File: config.mk
export PLATFORM = sky130hd
export DESIGN_NAME = pakout_flat
export DESIGN_NICKNAME = d
export VERILOG_FILES = /design/src/rtl/pakout_pkg.sv /design/src/rtl/pakout_if.sv /design/src/rtl/pakout_red.sv /design/src/rtl/pakout.sv /design/src/flat_wrapper.sv
export SDC_FILE = /design/constraint.sdc
export NUM_CORES = 1
export LEC_CHECK = 0
export BUFFER_PORTS_ARGS = -buffer_cell sky130_fd_sc_hd__buf_2
export CORE_MARGIN = 1
export CORE_UTILIZATION = 37
export CTS_BUF_LIST = sky130_fd_sc_hd__clkbuf_16
export CTS_CLUSTER_DIAMETER = 80
export CTS_CLUSTER_SIZE = 16
export DETAILED_ROUTE_END_ITERATION = 12
export GPL_ROUTABILITY_DRIVEN = 1
export GPL_TIMING_DRIVEN = 0
export HOLD_SLACK_MARGIN = 0.1
export PLACE_DENSITY = 0.67
export SETUP_SLACK_MARGIN = 0.1
export SYNTH_ARGS = -nofsm -noshare
export SYNTH_HDL_FRONTEND = slang
export SYNTH_SLANG_ARGS = --single-unit
File: constraint.sdc
create_clock -name i_clk -period 2.4 [get_ports i_clk]
set_input_delay 0.24 -clock i_clk [delete_from_list [all_inputs] [get_ports i_clk]]
set_output_delay 0.24 -clock i_clk [all_outputs]
set_load 0.02 [all_outputs]
File: src/rtl/pakout_pkg.sv
// Shared types and sizing for the pakout packet serializer.
// The redundancy fold lives in pakout_red so the receive side can reuse it.
package pakout_pkg;

    localparam int PSZ      = 2;
    localparam int ASZ      = 6;
    localparam int DSZ      = 8;
    localparam int RSZ      = 4;
    localparam int MIN_ADDR = 1;
    localparam int MAX_ADDR = 14;
    localparam int IDXW     = $clog2(PSZ + 1);

    typedef enum logic [1:0] {
        S_IDLE,
        S_IN_REL,
        S_OUT_REQ,
        S_OUT_REL
    } pak_state_t;

endpackage

File: src/rtl/pakout_if.sv
// 4-phase req/ack channels: whole-packet receive side and pakio beat send side.
interface pakout_rcv_if;
    import pakout_pkg::*;

    logic [ASZ-1:0]     addr;
    logic [PSZ*DSZ-1:0] dat;
    logic               req;
    logic               ack;

    modport master (output addr, dat, req, input ack);
    modport slave  (input addr, dat, req, output ack);
endinterface

interface pakout_snd_if;
    import pakout_pkg::*;

    logic [DSZ-1:0] dat;
    logic [RSZ-1:0] red;
    logic           is_addr;
    logic           last;
    logic           req;
    logic           ack;

    modport master (output dat, red, is_addr, last, req, input ack);
    modport slave  (input dat, red, is_addr, last, req, output ack);
endinterface

File: src/rtl/pakout_red.sv
// XOR fold of a DSZ-bit word into one RSZ-bit redundancy field.
module pakout_red #(
    parameter int DSZ = 8,
    parameter int RSZ = 4
) (
    input  logic [DSZ-1:0] dat,
    output logic [RSZ-1:0] red
);

    always_comb begin
        red = '0;
        for (int i = 0; i < DSZ / RSZ; i++) begin
            red = red ^ dat[i*RSZ +: RSZ];
        end
    end

endmodule

File: src/rtl/pakout.sv
// Packet serializer: captures one packet, then emits address beat plus PSZ data beats.
//
// state     | meaning
// S_IDLE    | ready, waiting for upstream req
// S_IN_REL  | packet latched, waiting for upstream req to fall; range check
// S_OUT_REQ | beat idx driven, snd0.req high, waiting for ack
// S_OUT_REL | snd0.req low, waiting for ack to fall; advance or finish
module pakout
    import pakout_pkg::*;
(
    input  logic          i_clk,
    input  logic          reset,
    output logic          ready,
    pakout_rcv_if.slave   rcv0,
    pakout_snd_if.master  snd0,
    output logic [7:0]    err_cnt
);

    pak_state_t         state;
    logic [IDXW-1:0]    idx;
    logic [ASZ-1:0]     addr_q;
    logic [PSZ*DSZ-1:0] pkt_q;
    logic [DSZ-1:0]     beat_dat;
    logic [RSZ-1:0]     beat_red;
    logic               addr_ok;

    assign addr_ok = (addr_q >= ASZ'(MIN_ADDR)) && (addr_q <= ASZ'(MAX_ADDR));

    // Beat 0 carries the address, beat k carries word k-1.
    always_comb begin
        beat_dat = DSZ'(addr_q);
        for (int k = 0; k < PSZ; k++) begin
            if (idx == IDXW'(k + 1)) begin
                beat_dat = pkt_q[k*DSZ +: DSZ];
            end
        end
    end

    pakout_red #(.DSZ(DSZ), .RSZ(RSZ)) u_red (
        .dat (beat_dat),
        .red (beat_red)
    );

    always_ff @(posedge i_clk or negedge reset) begin
        if (!reset) begin
            state        <= S_IDLE;
            idx          <= '0;
            addr_q       <= '0;
            pkt_q        <= '0;
            ready        <= 1'b1;
            rcv0.ack     <= 1'b0;
            snd0.dat     <= '0;
            snd0.red     <= '0;
            snd0.is_addr <= 1'b0;
            snd0.last    <= 1'b0;
            snd0.req     <= 1'b0;
            err_cnt      <= '0;
        end else begin
            case (state)
                S_IDLE: begin
                    if (rcv0.req) begin
                        addr_q   <= rcv0.addr;
                        pkt_q    <= rcv0.dat;
                        rcv0.ack <= 1'b1;
                        ready    <= 1'b0;
                        state    <= S_IN_REL;
                    end
                end
                S_IN_REL: begin
                    if (!rcv0.req) begin
                        rcv0.ack <= 1'b0;
                        if (addr_ok) begin
                            idx   <= '0;
                            state <= S_OUT_REQ;
                        end else begin
                            if (err_cnt != 8'hFF) err_cnt <= err_cnt + 8'd1;
                            ready <= 1'b1;
                            state <= S_IDLE;
                        end
                    end
                end
                S_OUT_REQ: begin
                    if (!snd0.req) begin
                        snd0.dat     <= beat_dat;
                        snd0.red     <= beat_red;
                        snd0.is_addr <= (idx == '0);
                        snd0.last    <= (idx == IDXW'(PSZ));
                        snd0.req     <= 1'b1;
                    end else if (snd0.ack) begin
                        snd0.req <= 1'b0;
                        state    <= S_OUT_REL;
                    end
                end
                S_OUT_REL: begin
                    if (!snd0.ack) begin
                        if (idx == IDXW'(PSZ)) begin
                            snd0.is_addr <= 1'b0;
                            snd0.last    <= 1'b0;
                            ready        <= 1'b1;
                            state        <= S_IDLE;
                        end else begin
                            idx   <= idx + 1'b1;
                            state <= S_OUT_REQ;
                        end
                    end
                end
                default: state <= S_IDLE;
            endcase
        end
    end

endmodule

File: src/flat_wrapper.sv
// flat-port wrapper written by rule: the top's interface ports become plain ports
module pakout_flat import pakout_pkg::*;
  (i_clk, reset, ready, err_cnt, rcv0_addr, rcv0_dat, rcv0_req, rcv0_ack, snd0_dat, snd0_red, snd0_is_addr, snd0_last, snd0_req, snd0_ack);
  pakout_rcv_if rcv0_i ();
  pakout_snd_if snd0_i ();
  input  logic i_clk;
  input  logic reset;
  output logic ready;
  output logic [7:0] err_cnt;
  input wire logic [$bits(rcv0_i.addr)-1:0] rcv0_addr;
  input wire logic [$bits(rcv0_i.dat)-1:0] rcv0_dat;
  input wire logic [$bits(rcv0_i.req)-1:0] rcv0_req;
  output wire logic [$bits(rcv0_i.ack)-1:0] rcv0_ack;
  output wire logic [$bits(snd0_i.dat)-1:0] snd0_dat;
  output wire logic [$bits(snd0_i.red)-1:0] snd0_red;
  output wire logic [$bits(snd0_i.is_addr)-1:0] snd0_is_addr;
  output wire logic [$bits(snd0_i.last)-1:0] snd0_last;
  output wire logic [$bits(snd0_i.req)-1:0] snd0_req;
  input wire logic [$bits(snd0_i.ack)-1:0] snd0_ack;
  assign rcv0_i.addr = rcv0_addr;
  assign rcv0_i.dat = rcv0_dat;
  assign rcv0_i.req = rcv0_req;
  assign rcv0_ack = rcv0_i.ack;
  assign snd0_dat = snd0_i.dat;
  assign snd0_red = snd0_i.red;
  assign snd0_is_addr = snd0_i.is_addr;
  assign snd0_last = snd0_i.last;
  assign snd0_req = snd0_i.req;
  assign snd0_i.ack = snd0_ack;
  pakout u_core (.i_clk(i_clk), .reset(reset), .ready(ready), .rcv0(rcv0_i), .snd0(snd0_i), .err_cnt(err_cnt));
endmodule
# Yosys cells after proc, flatten, opt, wreduce, memory -nomap -nowiden
# Index checks and enable logic that the tools add are counted.
[word_totals]
regBits = 51
in_bits = 26
[op_classes]
addsub = 2
order_cmp = 2
n_eq_ne = 16
muxes = 32
bitwise = 4
reduce_logical = 15
[op_table]
columns = ["operator", "n"]
rows = [
  ["$mux W2", 11],
  ["$mux W8", 2],
  ["$ne A2 B2 Y1 const B", 7],
  ["$mux W1", 13],
  ["$reduce_and A5 Y1", 2],
  ["$add A8 B1 Y8 const B", 1],
  ["$ne A8 B8 Y1 const B", 1],
  ["$pmux W2 S4", 1],
  ["$reduce_and A4 Y1", 2],
  ["$eq A2 B2 Y1 const B", 3],
  ["$ge A6 B1 Y1 const B", 1],
  ["$le A6 B4 Y1 const B", 1],
  ["$ne A2 B1 Y1 const B", 3],
  ["$pmux W1 S2", 3],
  ["$reduce_and A6 Y1", 1],
  ["$reduce_bool A2 Y1", 3],
  ["$eq A2 B1 Y1 const B", 2],
  ["$logic_not A2 Y1", 2],
  ["$pmux W2 S2", 1],
  ["$reduce_and A2 Y1", 2],
  ["$xor A4 B4 Y4", 1],
  ["$not A1 Y1", 3],
  ["$pmux W1 S3", 1],
  ["$reduce_and A3 Y1", 1],
  ["other kinds (3)", 3],
]

# Longest topological paths before layout
# Gate-level depths: netlist of the first run.
[logic_depth]
word_depth = 5
ltp_mapped = 7

# Cells and area by module
# A second synthesis of the first run with hierarchy kept.
[unflattened]
cells_unflattened = 208
area_unflattened_um2 = 2474.9
[modules_own_cells]
columns = ["module", "instances", "cells_per_inst", "area_per_inst_um2"]
rows = [
  ["pakout", 1, 204, 2439.8],
  ["pakout_red", 1, 4, 35.0],
]

# Worst setup path before layout of the first run
# No wires, ideal clock.
[synth_path]
kind = "reg-to-reg"
from = "register u_core.state[1]"
to = "register u_core.err_cnt[1]"
setup_time_ns = 0.127
arrival_ns = 1.617
slack_ns = 0.655
stages_incl_launch_ff = 6
path_buffers = 1
period_less_slack_ns = 1.745
path_cell_list = "dfrtp_1 buf_2 or3b_4 a41oi_4 and2_4 mux2_1"
[synth_via]
elab_chain_cells = 2
[synth_lines]
columns = ["item", "line", "text"]
rows = [
  ["from (decl)", "pakout.sv:19", "pak_state_t state;"],
  ["from (signal assigned)", "pakout.sv:46", "state <= S_IDLE;"],
  ["from (signal assigned)", "pakout.sv:66", "state <= S_IN_REL;"],
  ["from (signal assigned)", "pakout.sv:74", "state <= S_OUT_REQ;"],
  ["$eq A2 B1 Y1", "pakout.sv:59", "case (state)"],
  ["$reduce_and A4 Y1 (no source line)", "-", ""],
  ["to (signal assigned)", "pakout.sv:76", "if (err_cnt != 8'hFF) err_cnt <= err_cnt + 8'd1;"],
  ["to (decl)", "pakout.sv:16", "output logic [7:0] err_cnt"],
]
# Every way passes these cells.
# A chain may end at the register's enable or synchronous reset.

# Worst setup path in the final report of the first run
[layout_path]
from = "register u_core.idx[1]"
to = "register u_core.snd0.red[3]"
[layout_via]
elab_chain_cells = 4
[layout_lines]
columns = ["item", "line", "text"]
rows = [
  ["from (decl)", "pakout.sv:20", "logic [IDXW-1:0] idx;"],
  ["from (signal assigned)", "pakout.sv:102", "idx <= idx + 1'b1;"],
  ["$eq A2 B1 Y1", "pakout.sv:33", "if (idx == IDXW'(k + 1)) begin"],
  ["$mux W8", "pakout.sv:33", ""],
  ["$mux W8 (*)", "pakout.sv:33", ""],
  ["$xor A4 B4 Y4 (*)", "pakout_red.sv:13", "red = red ^ dat[i*RSZ +: RSZ];"],
  ["to (signal assigned)", "pakout.sv:85", "snd0.red <= beat_red;"],
  ["to (decl)", "pakout_if.sv:24", "modport master (output dat, red, is_addr, last, req, input ack);"],
]
# Every way passes the cells marked *; elsewhere a longest branch is shown, timed or not.

==> key figures, run 1 <==
Detailed routing
  – Met2 wire length: roughly 2300 µm
  – DR vias: 1640
  – DRT Wirelength: about 4700 µm
  – Pre-Repair DR Iteration Count: 4
  – M1 WL: 2083 µm
  – DR top layer: met4
  – Initial DRC count: 96
  – Wire length on met3: 235 µm
  – Final ANT Viol Nets: 0
  – Drt wl/cell: 14.48 µm
  – Via-to-Cell Ratio: 5.077
  – DRC: 0

Final layout
  – Area taken by multi-input logic gates: slightly above 0.001 mm²
  – Register area: 0.001277 mm²
  – Fillcell total: 580
  – Post-layout util: 46.91%
  – Nets@finish: 277
  – Layout cells sized above 1: 39.11%
  – Post-route insts no fill: 323
  – P&R area growth vs syn: 20.87%
  – Antenna diodes: 0

Floorplan
  – # IOs: a little over 50
  – Die Area: 0.006642 mm²
  – Die Y: slightly above 80 µm
  – Row cnt: 28
  – Die width: 81.50 µm
  – Starting Density: just under 40%
  – Core area: 0.006026 mm²

Critical path
  – Top delay family on crit path: multiplexers
  – Setup CP Type: reg2reg
  – Worst path max stage delay: 380 ps
  – Critical Path End Type: flip-flop
  – Critical Path RT: 2560 ps
  – Worst-path fanout max: 7
  – Critical path cell sequence: inv_1, ha_1, clkbuf_1, mux2_2, mux2i_1, xnor2_1, o21ai_0
  – CP Launch Type: flip-flop
  – Arr. time, crit path: 2140 ps
  – CP max-delay cell: dfrtp_1
  – Buf/Inv on CP: 2

Logic synthesis
  – Syn Area/Cell: approximately 12 µm²
  – Netlist Area Pre-Place: 0.002338 mm²
  – Seq/Total Area, Yosys: 54.63%
  – Post-synth EDFFs: 0
  – Synth unique cells: 39
  – Post-Syn Nets: 220
  – Synth top area share: around 54%
  – Post-synth ARST share: 100.0%
  – Post-Synthesis Cells: 190
  – Synth top cells by count: dfrtp_1 (50), mux2_2 (29), nand2_1 (14)
  – Synth area leaders: dfrtp_1 (54%), mux2_2 (14%), mux2i_1 (4.3%)
  – Ys Warns: 0
  – Count leader, synth: dfrtp_1
  – Flops & latches, synth: 51
  – Main synth FF type: dfrtp_1
  – Synth area leader: dfrtp_1

STA
  – Setup TNS: 0 ps
  – Slew headroom: 24.33%
  – Slew Viols, Final: 0
  – FMAX: 504.4 MHz
  – Tightest Pin Transition: 1135 ps
  – Worst Clk Skew: 3.919 ps
  – # setup viols final: 0
  – Final hold slack: 171.1 ps
  – Crit share post-route: 82.60%
  – Final hold vios: 0
  – RSZ-0062 raised after global routing: no
  – Minimum clock period: roughly 2000 ps

Global route
  – First-pass GRT wire length: 8093 µm
  – Grt total ovfl: 0
  – Largest net degree at the start of global routing: 52
  – Total track usage: ~17%
  – Vias in the first global route: 1679
  – Initial antenna violation count: 0

Clock network
  – Clock slew at reported path FFs: 70 ps
  – Maximum clock path buffer count: 2
  – Number of buffers created by CTS: 5
  – CTS sink cnt: 51
  – Post-CTS resize count: 0
  – Post-CTS Hold Fix Bufs: 0
  – H-tree lvl count: 2
  – Root buf cell: clkbuf_16
  – Post-CTS Setup Inserts: 0
  – Clock Latency Late Sink: 290 ps
  – CTS tree: built

Status
  – Status: completed

Pwr
  – Total Power: 3.815 mW
  – Net switching power: ~1.4 mW
  – VDD IR max: 575.0 µV
  – Comb pwr share: 41.6%
  – Net Sw Frac: a little under two fifths
  – Sequential power share: 39.9%
  – LEAKAGE: 1.309 nW
  – Internal Power: approximately 2.4 mW
  – Pwr Density: 1350 mW/mm²
  – Clock share of power: 18.5%

Hold path
  – Hold crit path type: in2async

Place
  – Hpwl dp: between 3000 and 4000 µm
  – Final GP Congestion: about 0.74
  – Placed cells: around 320
  – Port Buffer Count: 50

Run
  – Max-Cap Viols: 0
==> final timing paths <==
check	startpoint	to	slack, ps	cells past startpoint
max	u_core.idx[1]	u_core.snd0.red[3]	420	7
min	reset	u_core.pkt_q[1]	170	1
max reg2reg	u_core.idx[1]	u_core.snd0.red[3]	420	7
min reg2reg	u_core.snd0.dat[5]	u_core.snd0.dat[5]	480	2
max in group asynchronous	reset	u_core.rcv0.ack	1530	1
min in group i_clk	rcv0_dat[8]	u_core.pkt_q[8]	180	2
==> through the flow <==
step / worst slack [ps] / instance area, µm²
4_1_cts: 421.3 / 2826
5_1_grt: 227.0 / 2826
3_3_place_gp: 448.3 / 2683
2_1_floorplan: 655.3 / 2338
6_report: 417.5 / 2826
3_5_place_dp: 441.4 / 2683
==> state kept, by name (all words and copies together), names as in the netlist, 2 cells and up <==
register and cells:
u_core.state 2, u_core.snd0.red 4, u_core.addr_q 6, u_core.snd0.dat 8, u_core.idx 2, u_core.pkt_q 16
u_core.err_cnt 8
==> power groups by stage <==
stage	clock network [mW]	logic [mW]	registers [mW]
floorplan	0	0.979	1.69
finish	0.704	1.59	1.52
CTS	0.723	1.62	1.53
detailed placement	0	1.61	1.54
global route	0.762	1.77	1.59
global placement	0	1.57	1.53
==> final cells by class <==
type	count	area share [%]
timing repair buffer	50	8.853
inverter	3	0.3984
tap	75	3.320
sequential	51	45.20
clock inverter	3	0.6640
multi-input combinational	128	35.81
clock buffer	5	4.427
buffer	8	1.328
==> cells by family after synthesis <==
group | Yosys count | share of synthesized area, %
AOI/OAI and AO/OA | 31 | 9.363
xor gates and xnor gates | 9 | 3.371
adders and majority gates | 4 | 2.140
buffers and inverters | 11 | 2.086
DFF | 51 | 54.63
muxes | 40 | 18.73
and+or+nand+nor | 44 | 9.685
==> cell usage in the layout (no fill, tap or decap), drive strengths merged <==
cell type and n:
nand2b 2, a21boi 2, mux2i 10, clkbuf 8, or2 1, o21bai 2
nand4 3, o21ai 10, or3b 1, buf 55, or4 1, and4 2
o21a 2, o2bb2ai 1, dfstp 1, ha 4, a21oi 4, nand2 14
a22oi 2, o31a 1, clkinv 2, nand3 7, dfrtp 50, xor2 1
xnor2 8, nor2b 1, and3 1, nor2 7, a22o 1, nor3 2
inv 4, a21bo 1, and2 1, mux2 30, a41oi 1, nor3b 1
a31oi 4
==> worst register-to-register path, cell delays in order (launching register included) <==
cell and delay [ps]:
dfrtp_1 380, inv_1 120, ha_1 170, clkbuf_1 320, mux2_2 390, mux2i_1 240, xnor2_1 150, o21ai_0 80
==> metal layers <==
layer  up-vias  GRT usage (%)
li1        798              -
met1       798          20.58
met2        37          27.08
met3         7          5.222
met4         0          5.357
met5         -              0
Power figures use the tool's default switching activity.
==> inputs of run 2 (changes only) <==
--- a/config.mk
+++ b/config.mk
@@ -5,6 +5,7 @@
 export SDC_FILE = /design/constraint.sdc
 export NUM_CORES = 1
 export LEC_CHECK = 0
+export ABC_AREA = 1
 export BUFFER_PORTS_ARGS = -buffer_cell sky130_fd_sc_hd__buf_2
 export CORE_MARGIN = 1
 export CORE_UTILIZATION = 37
@@ -15,7 +16,7 @@
 export GPL_ROUTABILITY_DRIVEN = 1
 export GPL_TIMING_DRIVEN = 0
 export HOLD_SLACK_MARGIN = 0.1
-export PLACE_DENSITY = 0.67
+export PLACE_DENSITY = 0.66
 export SETUP_SLACK_MARGIN = 0.1
 export SYNTH_ARGS = -nofsm -noshare
 export SYNTH_HDL_FRONTEND = slang
==> constraint.sdc (replaced) <==
create_clock -name i_clk -period 2 [get_ports i_clk]
set_input_delay 0.2 -clock i_clk [delete_from_list [all_inputs] [get_ports i_clk]]
set_output_delay 0.2 -clock i_clk [all_outputs]
set_load 0.02 [all_outputs]
==> run 2 against run 1 <==
Routed wire length grew 11%. Utilization shrank 0.075 points. Clock skew grew 0.90 ps. Clock-buffer cell count is the same. Sequential power grew 16%. Flip-flop and latch count is the same. Sequential share of layout area shrank 3.2 points. Global-route usage shrank 0.71 points. Worst setup slack lost 110 ps. Critical path type unchanged. Highest routed layer unchanged.
==> key figures, run 2 <==
Global route
  – Total track usage: 15.81%
  – First-pass GRT wire length: about 9000 µm
  – Vias in the first global route: 1921
  – Grt total ovfl: 0
  – Initial antenna violation count: 0
  – Largest net degree at the start of global routing: 52

Floorplan
  – Die width: 84.98 µm
  – Die Y: 84.98 µm
  – # IOs: ~50
  – Starting Density: 39.22%
  – Die Area: approximately 0.0072 mm²
  – Core area: 0.006495 mm²
  – Row cnt: 29

Logic synthesis
  – Synth top area share: ~49%
  – Synth unique cells: 34
  – Post-Synth XOR/XNOR Area: 1.719%
  – Seq/Total Area, Yosys: about 50%
  – Synth Area in Compound Gates: about 8.8%
  – Post-synth ARST share: 100.0%
  – Main synth FF type: dfrtp_1
  – Post-synth EDFFs: 0
  – Flops & latches, synth: approximately 50
  – Netlist Area Pre-Place: roughly 0.0025 mm²
  – Post-Synthesis Cells: 283
  – Main combinational cell family by area after synthesis: simple AND/OR/NAND/NOR gates
  – Synth area leader: dfrtp_1
  – Ys Warns: 0
  – Synth area leaders: dfrtp_1 (49%), nand2_1 (11%), inv_1 (4.6%)
  – Synth top cells by count: nand2_1 (73), dfrtp_1 (50), inv_1 (31)
  – Syn Area/Cell: about 9.0 µm²
  – Post-Syn Nets: between 300 and 400
  – Post-synthesis mux area share: 7.073%
  – Synth Area in Adders: 1.965%
  – Count leader, synth: nand2_1
  – Simple-gate area share of the yosys netlist: 21.61%

Pwr
  – VDD IR max: 520.1 µV
  – Sequential power share: 38.7%
  – Total Power: ~4.5 mW
  – Clock share of power: 18.1%
  – LEAKAGE: roughly 1.6 nW
  – Pwr Density: 1492 mW/mm²
  – Net switching power: approximately 1.8 mW
  – Comb pwr share: 43.2%
  – Net Sw Frac: 40.27%
  – Internal Power: 2.711 mW

Detailed routing
  – DRC: 0
  – Drt wl/cell: 12.46 µm
  – Via-to-Cell Ratio: 4.734
  – Final ANT Viol Nets: 0
  – DR vias: 1979
  – DRT Wirelength: ~5200 µm
  – Pre-Repair DR Iteration Count: 6
  – Initial DRC count: 150

Clock network
  – CTS tree: built
  – Number of buffers created by CTS: 5
  – Post-CTS Setup Inserts: 0
  – Root buf cell: clkbuf_16
  – Clock Latency Late Sink: 290 ps
  – Maximum clock path buffer count: 2
  – H-tree lvl count: 2
  – CTS sink cnt: 51
  – Clock slew at reported path FFs: 70 ps

Critical path
  – CP Launch Type: flip-flop
  – Worst-path fanout max: 10
  – Worst path max stage delay: 410 ps
  – Critical Path End Type: flip-flop
  – Critical path cell sequence: inv_1, ha_1, buf_4, inv_1, clkbuf_4, o22ai_1, o21ai_0, nand2_1, nand2_1
  – Setup CP Type: reg2reg
  – Top delay family on crit path: buffers and inverters
  – Buf/Inv on CP: 4
  – CP max-delay cell: dfrtp_1
  – Critical Path RT: 2180 ps
  – Arr. time, crit path: 1870 ps

STA
  – Setup TNS: 0 ps
  – FMAX: around 590 MHz
  – Minimum clock period: 1689 ps
  – Slew Viols, Final: 0
  – Slew headroom: 24.46%
  – Worst Clk Skew: 4.818 ps
  – RSZ-0062 raised after global routing: no
  – Tightest Pin Transition: 1133 ps
  – Final hold vios: 0
  – Crit share post-route: 84.43%
  – # setup viols final: 0

Final layout
  – Max reg flops: 16
  – Nets@finish: 370
  – Largest regs: u_core.pkt_q x16, u_core.err_cnt x8, u_core.snd0.dat x8
  – Most frequent cells in the layout: nand2_1 (73), buf_2 (53), dfrtp_1 (50)
  – Layout cells sized above 1: between 20% and 30%
  – Largest Register: u_core.pkt_q
  – Commonest non-fill, non-tap cell in the layout: nand2_1
  – Fillcell total: 627
  – P&R area growth vs syn: 19.40%
  – Antenna diodes: 0

Hold path
  – Hold crit path type: in2reg

Status
  – Status: completed

Place
  – Port Buffer Count: 50
  – Hpwl dp: 3870 µm
  – Final GP Congestion: 0.7837

Run
  – Max-Cap Viols: 0
-- run 2: cell count changes after synthesis, moves of 3 or more --
| cell | previous run | this run |
|---|---|---|
| mux2_2 | 29 | 9 |
| o211ai_1 | 0 | 4 |
| nor2_1 | 7 | 25 |
| a21oi_1 | 4 | 16 |
| nand2_1 | 14 | 73 |
| buf_6 | 0 | 6 |
| nand3_1 | 7 | 13 |
| xnor2_1 | 8 | 3 |
| mux2_1 | 1 | 7 |
| inv_1 | 3 | 31 |
| a31oi_1 | 4 | 0 |
| mux2i_1 | 10 | 0 |
| clkbuf_1 | 3 | 0 |
-- run 2: kinds of logic (layout without fill, tap and decap cells) --
kind of cell	count (synthesis)	count (layout)
buffers and inverters	44	102
flip-flops	51	51
XOR/XNOR	5	5
AO/OA/AOI/OAI	38	38
adder cells (fa/ha/maj)	4	4
multiplexers	16	16
AND/OR/NAND/NOR	125	125
-- run 2: timing repair --
| action | in CTS | in global routing |
|---|---|---|
| hold buffers | 0 | 0 |
| setup endpoints to repair | 0 | 2 |
| gates resized for setup | 0 | 2 |
-- run 2: final timing paths --
check | startpoint | to | slack [ps] | depth (start not counted)
min in group asynchronous | reset | u_core.snd0.dat[6] | 140 | 1
max reg2reg | u_core.idx[0] | u_core.snd0.red[3] | 310 | 9
min reg2reg | u_core.ready | u_core.ready | 470 | 2
max | u_core.idx[0] | u_core.snd0.red[3] | 310 | 9
max in group asynchronous | reset | u_core.rcv0.ack | 1170 | 1
min | rcv0_dat[9] | u_core.pkt_q[9] | 130 | 2
-- run 2: worst register-to-register path: stages, from the launching register on --
cell and delay (ps):
dfrtp_1 410, inv_1 90, ha_1 140, buf_4 150, inv_1 70, clkbuf_4 190
o22ai_1 310, o21ai_0 120, nand2_1 70, nand2_1 40
-- run 2: stage by stage --
step	hold slack, ps	setup WS (ps)	instances	utilization [%]	instance area, µm²
2_1_floorplan	-95.59	516.2	283	-	2547
3_3_place_gp	414.9	326.5	410	44.56	2894
4_1_cts	123.0	276.1	418	46.73	3035
3_5_place_dp	423.9	294.4	410	44.56	2894
6_report	127.7	311.3	418	46.83	3042
5_1_grt	130.4	141.4	418	46.83	3042
-- run 2: power groups by stage --
stage          clock (mW)  combinational (mW)  sequential [mW]
5_1_grt             0.888                2.20             1.83
3_3_place_gp            0                1.92             1.76
4_1_cts             0.849                1.98             1.76
2_1_floorplan           0                1.22             1.96
6_report            0.823                1.96             1.76
3_5_place_dp            0                1.97             1.78
-- run 2: routing by layer --
layer	vias to the layer above	share of wire [%]	GRT usage (%)
met3	5	3.8	2.821
met1	912	48	21.28
met2	42	47	25.95
met4	0	1.2	5.085
li1	1020	-	-
met5	-	0	0
-- run 2: final cells by class --
cell class                 instances  area [µm²]  area share [%]
buffer                            11       97.59           3.209
clock buffer                       5       125.1           4.114
clock inverter                     3       16.27          0.5348
inverter                          33       126.4           4.155
multi-input combinational        188        1052           34.59
sequential                        51        1277           42.00
tap                               77       96.34           3.167
timing repair buffer              50       250.2           8.227
==> inputs of run 3 (changes only) <==
--- a/config.mk
+++ b/config.mk
@@ -16,7 +16,7 @@
 export GPL_ROUTABILITY_DRIVEN = 1
 export GPL_TIMING_DRIVEN = 0
 export HOLD_SLACK_MARGIN = 0.1
-export PLACE_DENSITY = 0.66
+export PLACE_DENSITY = 0.69
 export SETUP_SLACK_MARGIN = 0.1
 export SYNTH_ARGS = -nofsm -noshare
 export SYNTH_HDL_FRONTEND = slang
==> constraint.sdc (replaced) <==
create_clock -name i_clk -period 1.4 [get_ports i_clk]
set_input_delay 0.14 -clock i_clk [delete_from_list [all_inputs] [get_ports i_clk]]
set_output_delay 0.14 -clock i_clk [all_outputs]
set_load 0.02 [all_outputs]
==> run 3 against run 2 <==
The flow now finishes with violations (negative setup slack). Largest power group unchanged. Non-clock buffer count increased by 38. Critical path type unchanged. Maximum frequency is 7.2% higher. Worst hold slack got worse by 45 ps. Sequential share of layout area fell by 8.8 points. Via count is 15% higher. Critical endpoint is now u_core.snd0.red[0]. Register-to-register slack got worse by 490 ps. Combinational power rose by 120%.
==> key figures, run 3 (same netlist as run 2, synthesis figures left out) <==
Floorplan
  – Die Area: 0.007221 mm²
  – Starting Density: slightly below 40%
  – Row cnt: 29
  – # IOs: 51
  – Core area: 0.006495 mm²
  – Die Y: between 80 and 90 µm
  – Die width: 84.98 µm

Critical path
  – Critical R2R Launch: u_core.idx[0]
  – Reg2reg setup slack: -180 ps
  – Setup CP Type: reg2reg
  – Critical path cell sequence: inv_2, ha_4, buf_8, nand2_1, inv_1, nor2_2, nand2_1, nand2_1, nor2_1, nor2_1
  – Critical Path End Type: flip-flop
  – Worst-path fanout max: 7
  – CP Launch Type: flip-flop
  – Most frequent CP cell: nand2_1
  – Critical Path RT: approximately 1600 ps
  – Worst path max stage delay: 450 ps
  – Arr. time, crit path: between 1500 and 2000 ps
  – CP max-delay cell: dfrtp_2
  – CP Launch Point: u_core.idx[0]

Clock network
  – Number of buffers created by CTS: 5
  – H-tree lvl count: 2
  – Maximum clock path buffer count: 2
  – Root buf cell: clkbuf_16
  – CTS sink cnt: 51
  – Clock slew at reported path FFs: 70 ps
  – Clock Latency Late Sink: 290 ps
  – CTS tree: built

STA
  – Final worst setup slack: -175.3 ps
  – Minimum clock period: approximately 1600 ps
  – Setup TNS: -296.0 ps
  – Slew Viols, Final: 0
  – Slew headroom: 23.48%
  – FMAX: 634.8 MHz
  – # setup viols final: 5
  – Crit share post-route: 112.5%
  – Tightest Pin Transition: around 1100 ps
  – Worst Clk Skew: a little under 9 ps
  – Final hold slack: roughly 83 ps
  – RSZ-0062 raised after global routing: yes
  – Final hold vios: 0

Hold path
  – Hold crit path type: in2async

Status
  – Status: finished, violations left
  – Violated checks: negative setup slack

Detailed routing
  – Pre-Repair DR Iteration Count: 7
  – DRC: 0
  – DRT Wirelength: 6819 µm
  – Final ANT Viol Nets: 0
  – Initial DRC count: 97
  – Drt wl/cell: 14.95 µm
  – Via-to-Cell Ratio: 4.991
  – DR vias: roughly 2300

Global route
  – Total track usage: 19.65%
  – First-pass GRT wire length: 11110 µm
  – Vias in the first global route: 2359
  – Grt total ovfl: 0
  – Initial antenna violation count: 0
  – Largest net degree at the start of global routing: 52

Pwr
  – Net switching power: 3.297 mW
  – LEAKAGE: 1.910 nW
  – Internal Power: 4.734 mW
  – Comb pwr share: 53.2%
  – Pwr Density: 2082 mW/mm²
  – Clock share of power: between 10% and 20%
  – VDD IR max: between 1000 and 1500 µV
  – Sequential power share: roughly a third
  – Net Sw Frac: 41.06%

Final layout
  – Nets@finish: 408
  – Max reg flops: 16
  – Largest Register: u_core.pkt_q
  – Largest regs: u_core.pkt_q x16, u_core.err_cnt x8, u_core.snd0.dat x8
  – Final instance area: between 0.003 and 0.004 mm²
  – Commonest non-fill, non-tap cell in the layout: nand2_1
  – Antenna diodes: 0
  – Post-route insts no fill: 456
  – Most frequent cells in the layout: nand2_1 (60), buf_2 (51), dfrtp_1 (46)
  – Layout cells sized above 1: 48.28%
  – P&R area growth vs syn: 51.42%

Place
  – Placed cells: 410
  – Hpwl dp: 3954 µm
  – Port Buffer Count: 50
  – DP Area: between 0.002 and 0.003 mm²
  – Post-placement setup slack: -163.0 ps
  – Final GP Congestion: about 0.75

Run
  – Max-Cap Viols: 0
-- run 3: cell count changes in the layout (fill, tap and decap cells not counted), moves of 9 or more --
cell,change
mux2_4,+11
dlygate4sd3_1,+13
nand2_1,-13
a21oi_1,-10
buf_4,+18
nand2_2,+9
nor2_1,-12
-- run 3: worst paths after layout --
kind,to,cells past startpoint
setup / recovery,u_core.snd0.red[0],10
hold / removal,u_core.pkt_q[4],1
setup reg to reg,u_core.snd0.red[0],10
hold reg to reg,u_core.ready,2
max in group asynchronous,u_core.idx[1],1
min in group i_clk,u_core.addr_q[5],2
-- run 3: metal layers --
layer | up-vias | GRT usage (%) | wire [µm]
met2 | 54 | 35.19 | 3497
met3 | 14 | 3.891 | 274
met5 | - | 0 | 0
met4 | 0 | 6.009 | 148
met1 | 1107 | 23.84 | 2899
li1 | 1101 | - | -
-- run 3: metrics by stage --
| stage | utilization [%] | power (mW) |
|---|---|---|
| final | 59.39 | 8.031 |
| after floorplan | - | 4.635 |
| after detailed placement | 45.35 | 5.435 |
| after CTS | 56.14 | 7.564 |
| after global routing | 59.39 | 8.559 |
| after global placement | 45.35 | 5.328 |
-- run 3: critical path: cells and delay by family, from the launching register on --
kind	cells	cell delay, ps
fa+ha+maj	1	170
buf+inv	3	320
flops	1	450
simple gates	6	520
-- run 3: timing repair --
item,in CTS,in global routing
gates cloned,4,0
resized for setup,64,47
hold buffers,11,2
pin swaps,24,23
endpoints found under the hold margin,11,2
buffers inserted,19,5
setup endpoints to repair,34,49
-- run 3: cell type report --
cell class	instances	area [µm²]
well taps	77	96.34
fillers	517	2638
repair buffers	89	650.6
inverters	33	141.4
multi-input cells	188	1428
clock buffers	5	125.1
clock inverters	3	16.27
flip-flops and latches	51	1282
plain buffers	10	117.6
-- run 3: power groups by stage --
stage,sequential [mW],clock [mW],combinational [mW]
2_1_floorplan,2.83,0,1.81
3_3_place_gp,2.52,0,2.81
3_5_place_dp,2.55,0,2.89
4_1_cts,2.53,1.19,3.84
5_1_grt,2.64,1.27,4.64
6_report,2.57,1.19,4.28
